$ cat config.mk
export PLATFORM = sky130hd
export DESIGN_NAME = mem_port_sched_flat
export DESIGN_NICKNAME = d
export VERILOG_FILES = /design/src/rtl/mem_port_sched_pkg.sv /design/src/rtl/mem_port_sched_if.sv /design/src/rtl/mem_port_sched_rr_arb2.sv /design/src/rtl/mem_port_sched.sv /design/src/flat_wrapper.sv
export SDC_FILE = /design/constraint.sdc
export NUM_CORES = 1
export LEC_CHECK = 0
export BUFFER_PORTS_ARGS = -buffer_cell sky130_fd_sc_hd__clkbuf_2
export CAP_MARGIN = 20
export CELL_PAD_IN_SITES_DETAIL_PLACEMENT = 2
export CELL_PAD_IN_SITES_GLOBAL_PLACEMENT = 2
export CORE_UTILIZATION = 28
export DETAILED_ROUTE_END_ITERATION = 10
export GPL_TIMING_DRIVEN = 0
export PLACE_DENSITY = 0.86
export SYNTH_ARGS = -nofsm -noshare
export SYNTH_HDL_FRONTEND = slang
export SYNTH_SLANG_ARGS = --single-unit
$ cat constraint.sdc
create_clock -name clk -period 5.7 [get_ports clk]
set_input_delay 1.14 -clock clk [delete_from_list [all_inputs] [get_ports clk]]
set_output_delay 1.14 -clock clk [all_outputs]
set_load 0.05 [all_outputs]
$ cat src/rtl/mem_port_sched_pkg.sv
// Shared definitions for the memory-port scheduler: funct3 element modes,
// element sizing, load extension and the FSM state type.
package mem_pkg;

    localparam logic [2:0] FUNCT3_B  = 3'b000;
    localparam logic [2:0] FUNCT3_H  = 3'b001;
    localparam logic [2:0] FUNCT3_W  = 3'b010;
    localparam logic [2:0] FUNCT3_BU = 3'b100;
    localparam logic [2:0] FUNCT3_HU = 3'b101;

    typedef enum logic {
        IDLE = 1'b0,
        BUSY = 1'b1
    } state_t;

    // Illegal modes fall through to 4 so they still walk at word stride.
    function automatic logic [2:0] elem_size(input logic [2:0] mode);
        case (mode)
            FUNCT3_B, FUNCT3_BU: elem_size = 3'd1;
            FUNCT3_H, FUNCT3_HU: elem_size = 3'd2;
            default:             elem_size = 3'd4;
        endcase
    endfunction

    function automatic logic mode_legal(input logic [2:0] mode);
        mode_legal = (mode == FUNCT3_B)  || (mode == FUNCT3_H)  || (mode == FUNCT3_W) ||
                     (mode == FUNCT3_BU) || (mode == FUNCT3_HU);
    endfunction

    function automatic logic [31:0] load_extend(input logic [31:0] raw, input logic [2:0] mode);
        case (mode)
            FUNCT3_B:  load_extend = {{24{raw[7]}}, raw[7:0]};
            FUNCT3_H:  load_extend = {{16{raw[15]}}, raw[15:0]};
            FUNCT3_W:  load_extend = raw;
            FUNCT3_BU: load_extend = {24'b0, raw[7:0]};
            FUNCT3_HU: load_extend = {16'b0, raw[15:0]};
            default:   load_extend = 32'b0;
        endcase
    endfunction

endpackage

$ cat src/rtl/mem_port_sched_if.sv
// Bundle of the two requester ports, the response ports and the memory
// load/store port seen by mem_port_sched.
interface mem_port_sched_if #(
    parameter int BEATS_W = 4,
    parameter int ADDR_W  = 32
);
    logic               req_valid0, req_valid1;
    logic               req_ready0, req_ready1;
    logic [ADDR_W-1:0]  req_addr0, req_addr1;
    logic               req_write0, req_write1;
    logic [2:0]         req_mode0, req_mode1;
    logic [BEATS_W-1:0] req_beats0, req_beats1;
    logic [31:0]        req_wdata0, req_wdata1;
    logic [BEATS_W-1:0] beat_idx;
    logic               rsp_valid0, rsp_valid1;
    logic [31:0]        rsp_rdata0, rsp_rdata1;
    logic               rsp_last0, rsp_last1;
    logic [ADDR_W-1:0]  mem_address;
    logic [31:0]        mem_write;
    logic               mem_is_read, mem_is_write;
    logic [2:0]         mem_mode;
    logic [31:0]        mem_read;

    modport master (
        output req_valid0, req_valid1, req_addr0, req_addr1, req_write0, req_write1,
               req_mode0, req_mode1, req_beats0, req_beats1, req_wdata0, req_wdata1,
               mem_read,
        input  req_ready0, req_ready1, beat_idx, rsp_valid0, rsp_valid1,
               rsp_rdata0, rsp_rdata1, rsp_last0, rsp_last1,
               mem_address, mem_write, mem_is_read, mem_is_write, mem_mode
    );

    modport slave (
        input  req_valid0, req_valid1, req_addr0, req_addr1, req_write0, req_write1,
               req_mode0, req_mode1, req_beats0, req_beats1, req_wdata0, req_wdata1,
               mem_read,
        output req_ready0, req_ready1, beat_idx, rsp_valid0, rsp_valid1,
               rsp_rdata0, rsp_rdata1, rsp_last0, rsp_last1,
               mem_address, mem_write, mem_is_read, mem_is_write, mem_mode
    );
endinterface

$ cat src/rtl/mem_port_sched_rr_arb2.sv
// Two-way round-robin arbiter; the pointer names the port that wins a tie
// and moves to the loser on every grant.
module rr_arb2 (
    input  logic clk,
    input  logic rst,
    input  logic valid0,
    input  logic valid1,
    input  logic grant_en,
    output logic gnt0,
    output logic gnt1
);
    logic ptr_reg;

    assign gnt0 = grant_en && valid0 && (!valid1 || !ptr_reg);
    assign gnt1 = grant_en && valid1 && (!valid0 ||  ptr_reg);

    always_ff @(posedge clk or posedge rst) begin
        if (rst) begin
            ptr_reg <= 1'b0;
        end else if (gnt0 || gnt1) begin
            ptr_reg <= gnt0;
        end
    end
endmodule

$ cat src/rtl/mem_port_sched.sv
// Shares the memory load/store port between a scalar and a vector LSU,
// expanding each accepted request into strided element beats.
module mem_port_sched
    import mem_pkg::*;
#(
    parameter int BEATS_W = 4,
    parameter int ADDR_W  = 32
) (
    input  logic            clk,
    input  logic            rst,
    mem_port_sched_if.slave bus
);
    state_t             state_reg;
    logic               owner_reg;
    logic               write_reg;
    logic [2:0]         mode_reg;
    logic [BEATS_W-1:0] beat_cnt_reg;
    logic [BEATS_W-1:0] last_idx_reg;
    logic [ADDR_W-1:0]  addr_reg;

    logic               gnt0, gnt1, grant_en, busy, legal, last_beat;
    logic [BEATS_W-1:0] req_beats_sel;
    logic [31:0]        beat_rdata;

    // Gating with rst keeps ready low for the whole reset, not just after the edge.
    assign grant_en = (state_reg == IDLE) && !rst;

    rr_arb2 u_arb (
        .clk      (clk),
        .rst      (rst),
        .valid0   (bus.req_valid0),
        .valid1   (bus.req_valid1),
        .grant_en (grant_en),
        .gnt0     (gnt0),
        .gnt1     (gnt1)
    );

    assign bus.req_ready0 = gnt0;
    assign bus.req_ready1 = gnt1;

    assign busy          = (state_reg == BUSY);
    assign legal         = mode_legal(mode_reg);
    assign last_beat     = (beat_cnt_reg == last_idx_reg);
    assign req_beats_sel = gnt1 ? bus.req_beats1 : bus.req_beats0;
    assign beat_rdata    = write_reg ? 32'b0 : load_extend(bus.mem_read, mode_reg);

    assign bus.mem_address  = busy ? addr_reg : '0;
    assign bus.mem_write    = busy ? (owner_reg ? bus.req_wdata1 : bus.req_wdata0) : 32'b0;
    assign bus.mem_is_read  = busy && legal && !write_reg;
    assign bus.mem_is_write = busy && legal &&  write_reg;
    assign bus.mem_mode     = busy ? mode_reg : 3'b0;
    assign bus.beat_idx     = busy ? beat_cnt_reg : '0;

    always_ff @(posedge clk or posedge rst) begin
        if (rst) begin
            state_reg    <= IDLE;
            owner_reg    <= 1'b0;
            write_reg    <= 1'b0;
            mode_reg     <= 3'b0;
            beat_cnt_reg <= '0;
            last_idx_reg <= '0;
            addr_reg     <= '0;
        end else begin
            case (state_reg)
                IDLE: begin
                    if (gnt0 || gnt1) begin
                        owner_reg    <= gnt1;
                        addr_reg     <= gnt1 ? bus.req_addr1  : bus.req_addr0;
                        write_reg    <= gnt1 ? bus.req_write1 : bus.req_write0;
                        mode_reg     <= gnt1 ? bus.req_mode1  : bus.req_mode0;
                        // A zero beat count is a single-beat request.
                        last_idx_reg <= (req_beats_sel == '0) ? '0 : req_beats_sel - BEATS_W'(1);
                        beat_cnt_reg <= '0;
                        state_reg    <= BUSY;
                    end
                end
                BUSY: begin
                    addr_reg     <= addr_reg + ADDR_W'(elem_size(mode_reg));
                    beat_cnt_reg <= beat_cnt_reg + BEATS_W'(1);
                    if (last_beat) begin
                        state_reg <= IDLE;
                    end
                end
                default: state_reg <= IDLE;
            endcase
        end
    end

    // Per-port response registers; only the owner sees a beat.
    for (genvar gi = 0; gi < 2; gi++) begin : g_rsp
        logic        valid_reg;
        logic        last_reg;
        logic [31:0] rdata_reg;

        always_ff @(posedge clk or posedge rst) begin
            if (rst) begin
                valid_reg <= 1'b0;
                last_reg  <= 1'b0;
                rdata_reg <= 32'b0;
            end else if (busy && (owner_reg == 1'(gi))) begin
                valid_reg <= 1'b1;
                last_reg  <= last_beat;
                rdata_reg <= beat_rdata;
            end else begin
                valid_reg <= 1'b0;
                last_reg  <= 1'b0;
                rdata_reg <= 32'b0;
            end
        end
    end

    assign bus.rsp_valid0 = g_rsp[0].valid_reg;
    assign bus.rsp_valid1 = g_rsp[1].valid_reg;
    assign bus.rsp_last0  = g_rsp[0].last_reg;
    assign bus.rsp_last1  = g_rsp[1].last_reg;
    assign bus.rsp_rdata0 = g_rsp[0].rdata_reg;
    assign bus.rsp_rdata1 = g_rsp[1].rdata_reg;
endmodule

$ cat src/flat_wrapper.sv
// flat-port wrapper written by rule: the top's interface ports become plain ports
module mem_port_sched_flat import mem_pkg::*;
#(
    parameter int BEATS_W = 4,
    parameter int ADDR_W  = 32
)
  (clk, rst, bus_req_valid0, bus_req_valid1, bus_req_addr0, bus_req_addr1, bus_req_write0, bus_req_write1, bus_req_mode0, bus_req_mode1, bus_req_beats0, bus_req_beats1, bus_req_wdata0, bus_req_wdata1, bus_mem_read, bus_req_ready0, bus_req_ready1, bus_beat_idx, bus_rsp_valid0, bus_rsp_valid1, bus_rsp_rdata0, bus_rsp_rdata1, bus_rsp_last0, bus_rsp_last1, bus_mem_address, bus_mem_write, bus_mem_is_read, bus_mem_is_write, bus_mem_mode);
  mem_port_sched_if #(.BEATS_W(BEATS_W), .ADDR_W(ADDR_W)) bus_i ();
  input  logic clk;
  input  logic rst;
  input wire logic [$bits(bus_i.req_valid0)-1:0] bus_req_valid0;
  input wire logic [$bits(bus_i.req_valid1)-1:0] bus_req_valid1;
  input wire logic [$bits(bus_i.req_addr0)-1:0] bus_req_addr0;
  input wire logic [$bits(bus_i.req_addr1)-1:0] bus_req_addr1;
  input wire logic [$bits(bus_i.req_write0)-1:0] bus_req_write0;
  input wire logic [$bits(bus_i.req_write1)-1:0] bus_req_write1;
  input wire logic [$bits(bus_i.req_mode0)-1:0] bus_req_mode0;
  input wire logic [$bits(bus_i.req_mode1)-1:0] bus_req_mode1;
  input wire logic [$bits(bus_i.req_beats0)-1:0] bus_req_beats0;
  input wire logic [$bits(bus_i.req_beats1)-1:0] bus_req_beats1;
  input wire logic [$bits(bus_i.req_wdata0)-1:0] bus_req_wdata0;
  input wire logic [$bits(bus_i.req_wdata1)-1:0] bus_req_wdata1;
  input wire logic [$bits(bus_i.mem_read)-1:0] bus_mem_read;
  output wire logic [$bits(bus_i.req_ready0)-1:0] bus_req_ready0;
  output wire logic [$bits(bus_i.req_ready1)-1:0] bus_req_ready1;
  output wire logic [$bits(bus_i.beat_idx)-1:0] bus_beat_idx;
  output wire logic [$bits(bus_i.rsp_valid0)-1:0] bus_rsp_valid0;
  output wire logic [$bits(bus_i.rsp_valid1)-1:0] bus_rsp_valid1;
  output wire logic [$bits(bus_i.rsp_rdata0)-1:0] bus_rsp_rdata0;
  output wire logic [$bits(bus_i.rsp_rdata1)-1:0] bus_rsp_rdata1;
  output wire logic [$bits(bus_i.rsp_last0)-1:0] bus_rsp_last0;
  output wire logic [$bits(bus_i.rsp_last1)-1:0] bus_rsp_last1;
  output wire logic [$bits(bus_i.mem_address)-1:0] bus_mem_address;
  output wire logic [$bits(bus_i.mem_write)-1:0] bus_mem_write;
  output wire logic [$bits(bus_i.mem_is_read)-1:0] bus_mem_is_read;
  output wire logic [$bits(bus_i.mem_is_write)-1:0] bus_mem_is_write;
  output wire logic [$bits(bus_i.mem_mode)-1:0] bus_mem_mode;
  assign bus_i.req_valid0 = bus_req_valid0;
  assign bus_i.req_valid1 = bus_req_valid1;
  assign bus_i.req_addr0 = bus_req_addr0;
  assign bus_i.req_addr1 = bus_req_addr1;
  assign bus_i.req_write0 = bus_req_write0;
  assign bus_i.req_write1 = bus_req_write1;
  assign bus_i.req_mode0 = bus_req_mode0;
  assign bus_i.req_mode1 = bus_req_mode1;
  assign bus_i.req_beats0 = bus_req_beats0;
  assign bus_i.req_beats1 = bus_req_beats1;
  assign bus_i.req_wdata0 = bus_req_wdata0;
  assign bus_i.req_wdata1 = bus_req_wdata1;
  assign bus_i.mem_read = bus_mem_read;
  assign bus_req_ready0 = bus_i.req_ready0;
  assign bus_req_ready1 = bus_i.req_ready1;
  assign bus_beat_idx = bus_i.beat_idx;
  assign bus_rsp_valid0 = bus_i.rsp_valid0;
  assign bus_rsp_valid1 = bus_i.rsp_valid1;
  assign bus_rsp_rdata0 = bus_i.rsp_rdata0;
  assign bus_rsp_rdata1 = bus_i.rsp_rdata1;
  assign bus_rsp_last0 = bus_i.rsp_last0;
  assign bus_rsp_last1 = bus_i.rsp_last1;
  assign bus_mem_address = bus_i.mem_address;
  assign bus_mem_write = bus_i.mem_write;
  assign bus_mem_is_read = bus_i.mem_is_read;
  assign bus_mem_is_write = bus_i.mem_is_write;
  assign bus_mem_mode = bus_i.mem_mode;
  mem_port_sched #(.BEATS_W(BEATS_W), .ADDR_W(ADDR_W)) u_core (.clk(clk), .rst(rst), .bus(bus_i));
endmodule
=== Word-level counts from Yosys, hierarchy flattened ===
Cells that the tools add are included.

* Logic and storage cells: 79
* Register bits after elaboration: 115
* Output and inout port bits: 143
* Memories kept: 0
* Bits in latches: 0
* ROM bits: 0
* Memory bits (writable): 0

* Add/sub/neg operators: 3
* $lt $le $gt $ge: 0
* Multiplexer cells: 27
* Shifts and indexed selects: 0
* Reduce and logical (&&, ||, !) cells: 27
* Eq/ne operators: 6
* Multiply operators: 0
* Bitwise gates (word level): 2
* Divide/modulo/power cells: 0

{| class="wikitable"
|+ Operators with widths
! cell !! number
|-
| 2-to-1 mux 32 bit || 8
|-
| case mux 32 bit (5 select lines) || 1
|-
| case mux 32 bit (2 select lines) || 1
|-
| adder 32 x 3 -> 32 bit || 1
|-
| 2-to-1 mux 4 bit || 4
|-
| logical AND 1 bit || 10
|-
| 2-to-1 mux 3 bit || 3
|-
| case mux 4 bit (2 select lines) || 1
|-
| logical OR 1 bit || 7
|-
| 2-to-1 mux 1 bit || 7
|-
| == test 3 bit, second input constant || 2
|-
| case mux 3 bit (2 select lines) || 1
|-
| zero test 1 bit || 5
|-
| adder 4 x 1 -> 4 bit, second input constant || 1
|-
| == test 4 bit || 1
|-
| zero test 4 bit || 1
|-
| OR reduction 2 bit || 2
|-
| subtractor 4 x 1 -> 4 bit, second input constant || 1
|-
| == test 3 x 1 -> 1 bit, second input constant || 1
|-
| == test 3 x 2 -> 1 bit, second input constant || 1
|-
| zero test 3 bit || 1
|-
| != test 2 bit, second input constant || 1
|-
| inverter 1 bit || 2
|-
| case mux 1 bit (2 select lines) || 1
|-
| AND reduction 2 bit || 1
|}

=== Depth between registers and ports, before layout ===
Gate-level depths: netlist of run 1.

* Depth in word-level cells: 7
* Mapped depth: 9

=== Modules after synthesis ===
Synthesis of run 1 repeated with hierarchy kept, for this count alone.

* Cells, all modules: 698
* Area total of the unflattened synthesis: 6339.8 um^2

{| class="wikitable"
|+ Modules (own cells, without submodules)
! module !! cells each !! times used !! sequential area each (um^2) !! area each (um^2)
|-
| mem_port_sched || 689 || 1 || 2852.7 || 6274.8
|-
| rr_arb2 || 9 || 1 || 25.0 || 65.1
|}

=== Worst setup path before layout of run 1 ===
OpenSTA, ideal clock, no wires.

* Kind: input -> register
* From: input port rst
* To: register u_core.addr_reg[3]
* Arrival: 4.555 ns
* Path slack: 1.020 ns
* Stages on the path: 5
* Required time: 5.576 ns
* Path through: inv_1 nand3_1 a311oi_1 a211o_1 a21oi_1

* Word-level cells in the longest chain between the ends: 7
* Elaborated cells between the ends (all ways): 11

{| class="wikitable"
|+ Ends and longest elaborated chain
! item !! RTL line !! RTL
|-
| from (decl) || flat_wrapper.sv:10 || <nowiki>input logic rst;</nowiki>
|-
| zero test 1 bit * || mem_port_sched.sv:26 || <nowiki>assign grant_en = (state_reg == IDLE) && !rst;</nowiki>
|-
| logical AND 1 bit * || mem_port_sched.sv:26 ||
|-
| logical AND 1 bit (2 in a row) || mem_port_sched_rr_arb2.sv:15 || <nowiki>assign gnt1 = grant_en && valid1 && (!valid0 || ptr_reg);</nowiki>
|-
| 2-to-1 mux 32 bit || mem_port_sched.sv:68 || <nowiki>addr_reg <= gnt1 ? bus.req_addr1 : bus.req_addr0;</nowiki>
|-
| 2-to-1 mux 32 bit || mem_port_sched.sv:66 || <nowiki>if (gnt0 || gnt1) begin</nowiki>
|-
| case mux 32 bit (2 select lines) || mem_port_sched.sv:64 || <nowiki>case (state_reg)</nowiki>
|-
| to (signal assigned) || mem_port_sched.sv:68 ||
|-
| to (signal assigned) || mem_port_sched.sv:78 || <nowiki>addr_reg <= addr_reg + ADDR_W'(elem_size(mode_reg));</nowiki>
|-
| to (decl) || mem_port_sched.sv:19 || <nowiki>logic [ADDR_W-1:0] addr_reg;</nowiki>
|}

Every way passes the cells marked *; elsewhere a longest branch is shown, timed or not. The select of a mux whose other input is x is not followed.
A chain may end at the register's enable or synchronous reset.

=== Worst setup path in the final report of run 1 ===
* From: register u_core.state_reg (netlist: u_core.busy)
* To: output port bus_mem_is_write

* Word-level cells in the longest chain between the ends: 2

{| class="wikitable"
|+ Ends and longest elaborated chain
! item !! RTL line !! RTL
|-
| from (decl) || mem_port_sched.sv:13 || <nowiki>state_t state_reg;</nowiki>
|-
| from (signal assigned) || mem_port_sched.sv:56 || <nowiki>state_reg <= IDLE;</nowiki>
|-
| from (signal assigned) || mem_port_sched.sv:74 || <nowiki>state_reg <= BUSY;</nowiki>
|-
| from (signal assigned) || mem_port_sched.sv:81 || <nowiki>state_reg <= IDLE;</nowiki>
|-
| logical AND 1 bit (2 in a row) || mem_port_sched.sv:50 || <nowiki>assign bus.mem_is_write = busy && legal && write_reg;</nowiki>
|-
| to (decl) || flat_wrapper.sv:36 || <nowiki>output wire logic [$bits(bus_i.mem_is_write)-1:0] bus_mem_is_write;</nowiki>
|}

No other way between the ends.

==> results.md, run 1 <==
* Initial Util at 28.53%
* Skew final at 0.01284 ns
* CP dominant cell by count: clkbuf_1
* Port bufs at 321
* CP max stage cell: clkbuf_1
* Number of synthesis warnings at 0
* Worst Tran Pin Value at 0.8495 ns
* DRT Pass-1 Iters at 5
* Top-count cell post-synth: dfrtp_1
* CP Launch Point: u_core.busy
* Initial antenna violation count at 2
* Status: complete, no violations
* Overall Global Routing Usage at 26.17%
* Final nets at 1244
* GR peak layer: met2
* Syn_area_per_cell at 8.995 um^2
* Synthesized area at 6459 um^2
* Fraction of layout cells with a size suffix above 1 at 36.94%
* Met3 Usage GRT at 3.720%
* Post-synth EDFFs at 0
* Worst min-delay path startpoint: u_core.beat_cnt_reg[3]
* Root Buffer: clkbuf_16
* Worst r2r src: u_core.mode_reg[1]
* Worst slew margin at 42.57%
* Via density at 5.252
* Core Region at 22640 um^2
* # fillers at 2617
* TritonCTS clock tree: done
* Post-CTS Setup Inserts at 0
* Synth top area cells: dfrtp_1, mux2i_1, nor2_1, a21oi_1, nand2_1
* Synthesized Nets at 903
* Largest net degree at the start of global routing at 61
* Seq/Total Area, Yosys at 44.56%
* Crit path DAT at 2.90 ns
* Fin crit share at 70.92%
* P per Cell Area at 601.0 nW/um^2
* Clk sinks at 115
* Die width at 153.9 um
* Met2 Track Usage GR at 45.11%
* Setup CP Type: flip-flop to output pin
* H-tree depth at 4
* Most used DFF post-synth: dfrtp_1
* Final Critical Period at 4.043 ns
* Met1 Use GR at 32.08%
* Via count of the first global-routing pass at 7836
* Routed Wire Length at 30740 um
* Boundary Pins at 323
* Worst path bufs/invs at 4
* Die height at 153.9 um
* CTS resizes at 0
* RePlAce Congestion at 0.8373
* Skew-Pair Late Insertion Delay at 0.42 ns
* CP startpoint kind: flip-flop
* CTS Buffer Depth at 2
* Fmax achieved at 247.4 MHz
* List of most frequent post-synthesis cells: dfrtp_1, nor2_1, nand2_1, a21oi_1, and2_1
* Synth area leader: dfrtp_1
* Die ar. at 23680 um^2
* Hold-fix buffers, CTS at 0
* Num rows at 55
* GR Overflow Total at 0
* Cts bufs inserted at 17
* HP Class: flip-flop to flip-flop
* Highest ir drop seen on vdd at 240.9 uV
* Placed insts at 1325
* Area occupied by multi-input gates at 3278 um^2
* Area growth syn-to-layout at 40.39%
* Flops & latches, synth at 115
* Asr flop ratio synth at 100.0%
* Sequential cell area at 2878 um^2
* Crit-path max cell delay at 0.62 ns
* CP required at 4.56 ns
* Leak at 0.004641 uW
* Area share of the largest cell type after synthesis at 44.56%
* Slew Viols, Final at 0
* Final setup vio count at 0
* Top delay family on crit path: buffers and inverters
* Worst Path Max Fanout at 10
* Via count at 7138
* Synthesized instance count at 718
* First-pass GRT wire length at 46730 um
* Routed WL per cell at 22.62 um
* MaxCap Viol Count at 0
* Final Hold Fails at 0
* Layout Cells excl Fill at 1359
* Clock transition at path regs at 0.06 ns
* DR iter-0 viols at 305
* Critical-path cell list: buf_6 -> clkbuf_1 -> clkbuf_1 -> nand2_1 -> a21oi_1 -> clkbuf_2
* CP endpoint kind: output pin
* Yosys cell types at 72
* RSZ-0062 raised after global routing: false
* Total power at 5450 uW
* Post-DP HPWL at 23290 um
* Routed Antenna Nets at 0
* # DRC at 0
[area by class of cell]
class / count / area share (%)
clock buffers: 17 / 4.692
clock inverters: 15 / 2.015
well taps: 285 / 3.933
inverters: 15 / 0.6761
diodes: 2 / 0.05520
multi-input cells: 539 / 36.15
plain buffers: 49 / 2.718
repair buffers: 322 / 18.02
flip-flops and latches: 115 / 31.74
[power breakdown]
| group | total [uW] | internal [uW] | switching (uW) |
|---|---|---|---|
| logic | 3050 | 808 | 2250 |
| clock network | 1120 | 665 | 458 |
| registers | 1270 | 1020 | 250 |
| total | 5450 | 2500 | 2950 |
[worst paths after layout]
check                                            to  slack [ns]  depth (start not counted)
max                                bus_mem_is_write        1.66                          6
min                          u_core.beat_cnt_reg[3]        0.50                          1
max reg2reg                     u_core.addr_reg[22]        2.89                          9
min reg2reg                  u_core.beat_cnt_reg[3]        0.50                          1
max in group asynchronous  u_core.bus.rsp_rdata0[7]        4.13                          3
min in group asynchronous       u_core.addr_reg[30]        0.87                          2
[routing by layer]
| metal | wire length [um] | part of all wire, % | vias to the layer above |
|---|---|---|---|
| met5 | 0 | 0 | - |
| met4 | 1354 | 4.4 | 0 |
| met1 | 12750 | 41 | 3558 |
| met2 | 15340 | 50 | 273 |
| li1 | - | - | 3232 |
| met3 | 1289 | 4.2 | 75 |
[cells in the final DEF, fill, tap and decap left out, types with 3 or more instances in the layout]
cell type	netlist	layout
o221ai_1	12	12
clkbuf_16	0	17
a311o_1	3	3
buf_4	4	4
a21oi_1	58	58
nor2b_1	5	5
o22a_1	7	7
inv_8	0	4
nand2_1	69	69
o21ai_0	31	31
o21ai_1	6	6
dfrtp_1	115	115
xnor2_1	4	4
nand3_1	31	31
xor2_1	13	13
nand2b_1	10	10
nand4_1	15	15
o211ai_1	3	3
buf_6	4	4
ha_1	4	4
a211oi_1	5	5
a31oi_1	7	7
inv_1	12	11
nor3_1	15	15
mux2i_1	37	37
nor2_1	85	85
and2_1	41	41
buf_2	13	13
inv_6	0	7
clkbuf_2	1	322
clkbuf_1	24	24
o31ai_1	3	3
buf_1	3	3
and3_1	24	24
[kinds of logic (layout without fill, tap and decap cells)]
logic type	Yosys count	in the layout	share of synthesized area (%)
xor gates and xnor gates	17	17	2.305
muxes	39	39	6.083
DFF	115	115	44.56
other	0	2	0
adders and majority gates	5	5	1.085
buffers and inverters	64	418	4.688
AOI/OAI and AO/OA	162	162	16.10
and+or+nand+nor	316	316	25.18
[per-stage QoR]
stage          cell area (um^2)  setup slack (ns)  setup TNS (ns)  hold WS [ns]  utilization (%)
5_1_grt                    9067             1.569               0        0.5359            40.05
4_1_cts                    9062             1.684               0        0.4994            40.03
6_report                   9067             1.657               0        0.4973            40.05
3_5_place_dp               8454             1.835               0        0.4940            37.34
2_1_floorplan              6459             1.020               0        0.4570                -
3_3_place_gp               8422            -1.229          -4.775        0.4837            37.20
No activity file was read; power rests on OpenSTA's default activity.
==> inputs of run 2 (changes only) <==
--- a/config.mk
+++ b/config.mk
@@ -5,14 +5,15 @@
 export SDC_FILE = /design/constraint.sdc
 export NUM_CORES = 1
 export LEC_CHECK = 0
+export ABC_AREA = 1
 export BUFFER_PORTS_ARGS = -buffer_cell sky130_fd_sc_hd__clkbuf_2
 export CAP_MARGIN = 20
 export CELL_PAD_IN_SITES_DETAIL_PLACEMENT = 2
 export CELL_PAD_IN_SITES_GLOBAL_PLACEMENT = 2
-export CORE_UTILIZATION = 28
+export CORE_UTILIZATION = 22
 export DETAILED_ROUTE_END_ITERATION = 10
 export GPL_TIMING_DRIVEN = 0
-export PLACE_DENSITY = 0.86
+export PLACE_DENSITY = 0.77
 export SYNTH_ARGS = -nofsm -noshare
 export SYNTH_HDL_FRONTEND = slang
 export SYNTH_SLANG_ARGS = --single-unit
==> constraint.sdc (replaced) <==
create_clock -name clk -period 3.55 [get_ports clk]
set_input_delay 0.71 -clock clk [delete_from_list [all_inputs] [get_ports clk]]
set_output_delay 0.71 -clock clk [all_outputs]
set_load 0.05 [all_outputs]
==> results.md, run 2 <==
* Status: complete, no violations
* Worst path bufs/invs at 4
* Crit-path max cell delay at 0.41 ns
* CP max stage cell: buf_1
* Slew Viols, Final at 0
* Final Hold Fails at 0
* Setup_tns at 0 ns
* Routed Antenna Nets at 0
* Leak at 0.005404 uW
* Top delay family on crit path: buffers and inverters
* Worst Tran Pin Value at 0.7641 ns
* Die height at 176.8 um
* Commonest non-fill, non-tap cell in the layout: clkbuf_2
* RePlAce Congestion at 0.8267
* Placed insts at 1652
* Clock transition at path regs at 0.07 ns
* Synthesized area at 6725 um^2
* Final nets at 1466
* Final Critical Period at 3.163 ns
* CP endpoint kind: output pin
* Worst slew margin at 49.06%
* # DRC at 0
* Largest net degree at the start of global routing at 37
* Yosys cell types at 43
* List of most frequent post-synthesis cells: nand2_1, nor2_1, dfrtp_1, inv_1, nand3_1
* TritonCTS clock tree: done
* Post-synth EDFFs at 0
* Initial Util at 22.51%
* Core Region at 29870 um^2
* Commonest cells after routing, fill and taps aside: clkbuf_2, nand2_1, nor2_1
* Flops & latches, synth at 115
* Port bufs at 322
* Worst reg2reg path endpoint: u_core.addr_reg[22]
* Post-DP HPWL at 27610 um
* HP Class: input pin to asynchronous set/reset pin
* Synthesized Nets at 1122
* Setup CP Type: flip-flop to output pin
* Top-count cell post-synth: nand2_1
* Root Buffer: clkbuf_16
* Fraction of layout cells with a size suffix above 1 at 31.92%
* Die ar. at 31270 um^2
* MaxCap Viol Count at 0
* Asr flop ratio synth at 100.0%
* Skew-Pair Late Insertion Delay at 0.43 ns
* Synthesized instance count at 937
* Fmax achieved at 316.2 MHz
* Cts bufs inserted at 17
* Worst reg-to-reg setup slack at 1.02 ns
* Most used DFF post-synth: dfrtp_1
* Syn_area_per_cell at 7.177 um^2
* Synth area leader: dfrtp_1
* Total power at 9943 uW
* Clk sinks at 115
* Final setup vio count at 0
* Boundary Pins at 323
* Routed WL per cell at 20.43 um
* Worst r2r src: u_core.mode_reg[0]
* H-tree depth at 4
* Via count at 7908
* P per Cell Area at 1046 nW/um^2
* Skew final at 0.01159 ns
* Number of synthesis warnings at 0
* Crit path DAT at 2.45 ns
* Routed Wire Length at 34410 um
* Setup WS pre-CTS at 0.5103 ns
* Via density at 4.696
* Num rows at 63
* Critical-path cell list: buf_6 -> nand2_1 -> inv_1 -> buf_1 -> a22o_1 -> clkbuf_2
* Area growth syn-to-layout at 41.30%
* Synth top area cells: dfrtp_1, nand2_1, nor2_1, nand3_1, inv_1
* Worst setup margin at 0.3873 ns
* Die width at 176.8 um
* GR Overflow Total at 0
* CP startpoint kind: flip-flop
* CTS Buffer Depth at 2
* FF-to-FF path depth at 13
* Highest ir drop seen on vdd at 396.8 uV
* Post-CTS Setup Inserts at 0
* DR iter-0 viols at 261
* DRT Pass-1 Iters at 4
* Fin crit share at 89.09%
* CP required at 2.84 ns
* First-pass GRT wire length at 50490 um
* Seq/Total Area, Yosys at 42.79%
* Layout Cells excl Fill at 1684
* Diode count at 0
* Worst Path Max Fanout at 10
* RSZ-0062 raised after global routing: false
* Area share of the largest cell type after synthesis at 42.79%
* Via count of the first global-routing pass at 8463
* Initial antenna violation count at 2
* Overall Global Routing Usage at 22.01%
-- run 2: where the power goes --
group          total (uW)  internal, uW  switching, uW
logic                5970          1450           4520
registers            2120          1670            447
clock network        1850          1070            782
-- run 2: how the worst max path moves through the flow --
stage | startpoint | endpoint | slack [ns] | depth (start not counted)
finish | u_core.busy | bus_mem_write[30] | 0.39 | 6
global route | u_core.busy | bus_mem_write[30] | 0.25 | 6
CTS | u_core.busy | bus_mem_mode[2] | 0.05 | 6
detailed placement | u_core.busy | bus_mem_mode[2] | 0.51 | 6
global placement | rst | u_core.bus.rsp_rdata0[4] | 0.44 | 2
floorplan | u_core.busy | bus_mem_is_write | 0.89 | 5
-- run 2: cell families after synthesis --
family,Yosys count,share of synthesized area (%)
buffers and inverters,140,8.484
flip-flops,115,42.79
AND/OR/NAND/NOR,549,34.70
AO/OA/AOI/OAI,118,11.68
XOR/XNOR,10,1.302
adder cells (fa/ha/maj),5,1.042
-- run 2: metrics by stage --
stage	hold WS, ns	cell area [um^2]	utilization [%]
after floorplan	0.4636	6729	-
after global placement	0.4842	8828	29.55
after detailed placement	0.4907	8889	29.75
after CTS	0.3066	9502	31.80
after global routing	0.3329	9503	31.81
final	0.3135	9503	31.81
-- run 2: final cells by class --
type	count	area (um^2)
Fill cell	3677	20370
Multi-Input combinational cell	682	3277
Sequential cell	115	2878
Timing Repair Buffer	325	1672
Tap cell	390	488.0
Clock buffer	17	425.4
Inverter	93	352.8
Buffer	47	222.7
Clock inverter	15	187.7
-- run 2: what timing repair did --
item | 4_1_cts | 5_1_grt
setup endpoints to repair | 0 | 1
hold buffers | 0 | 0
resized for setup | 0 | 2
-- run 2: metal layers --
metal | global-route usage (%) | wire length, um | part of all wire, % | up-vias
met4 | 8.728 | 1013 | 2.9 | 4
met5 | 0 | 23 | 0.067 | -
li1 | - | - | - | 3680
met1 | 23.14 | 12840 | 37 | 3913
met2 | 42.81 | 18790 | 55 | 258
met3 | 3.759 | 1749 | 5.1 | 53
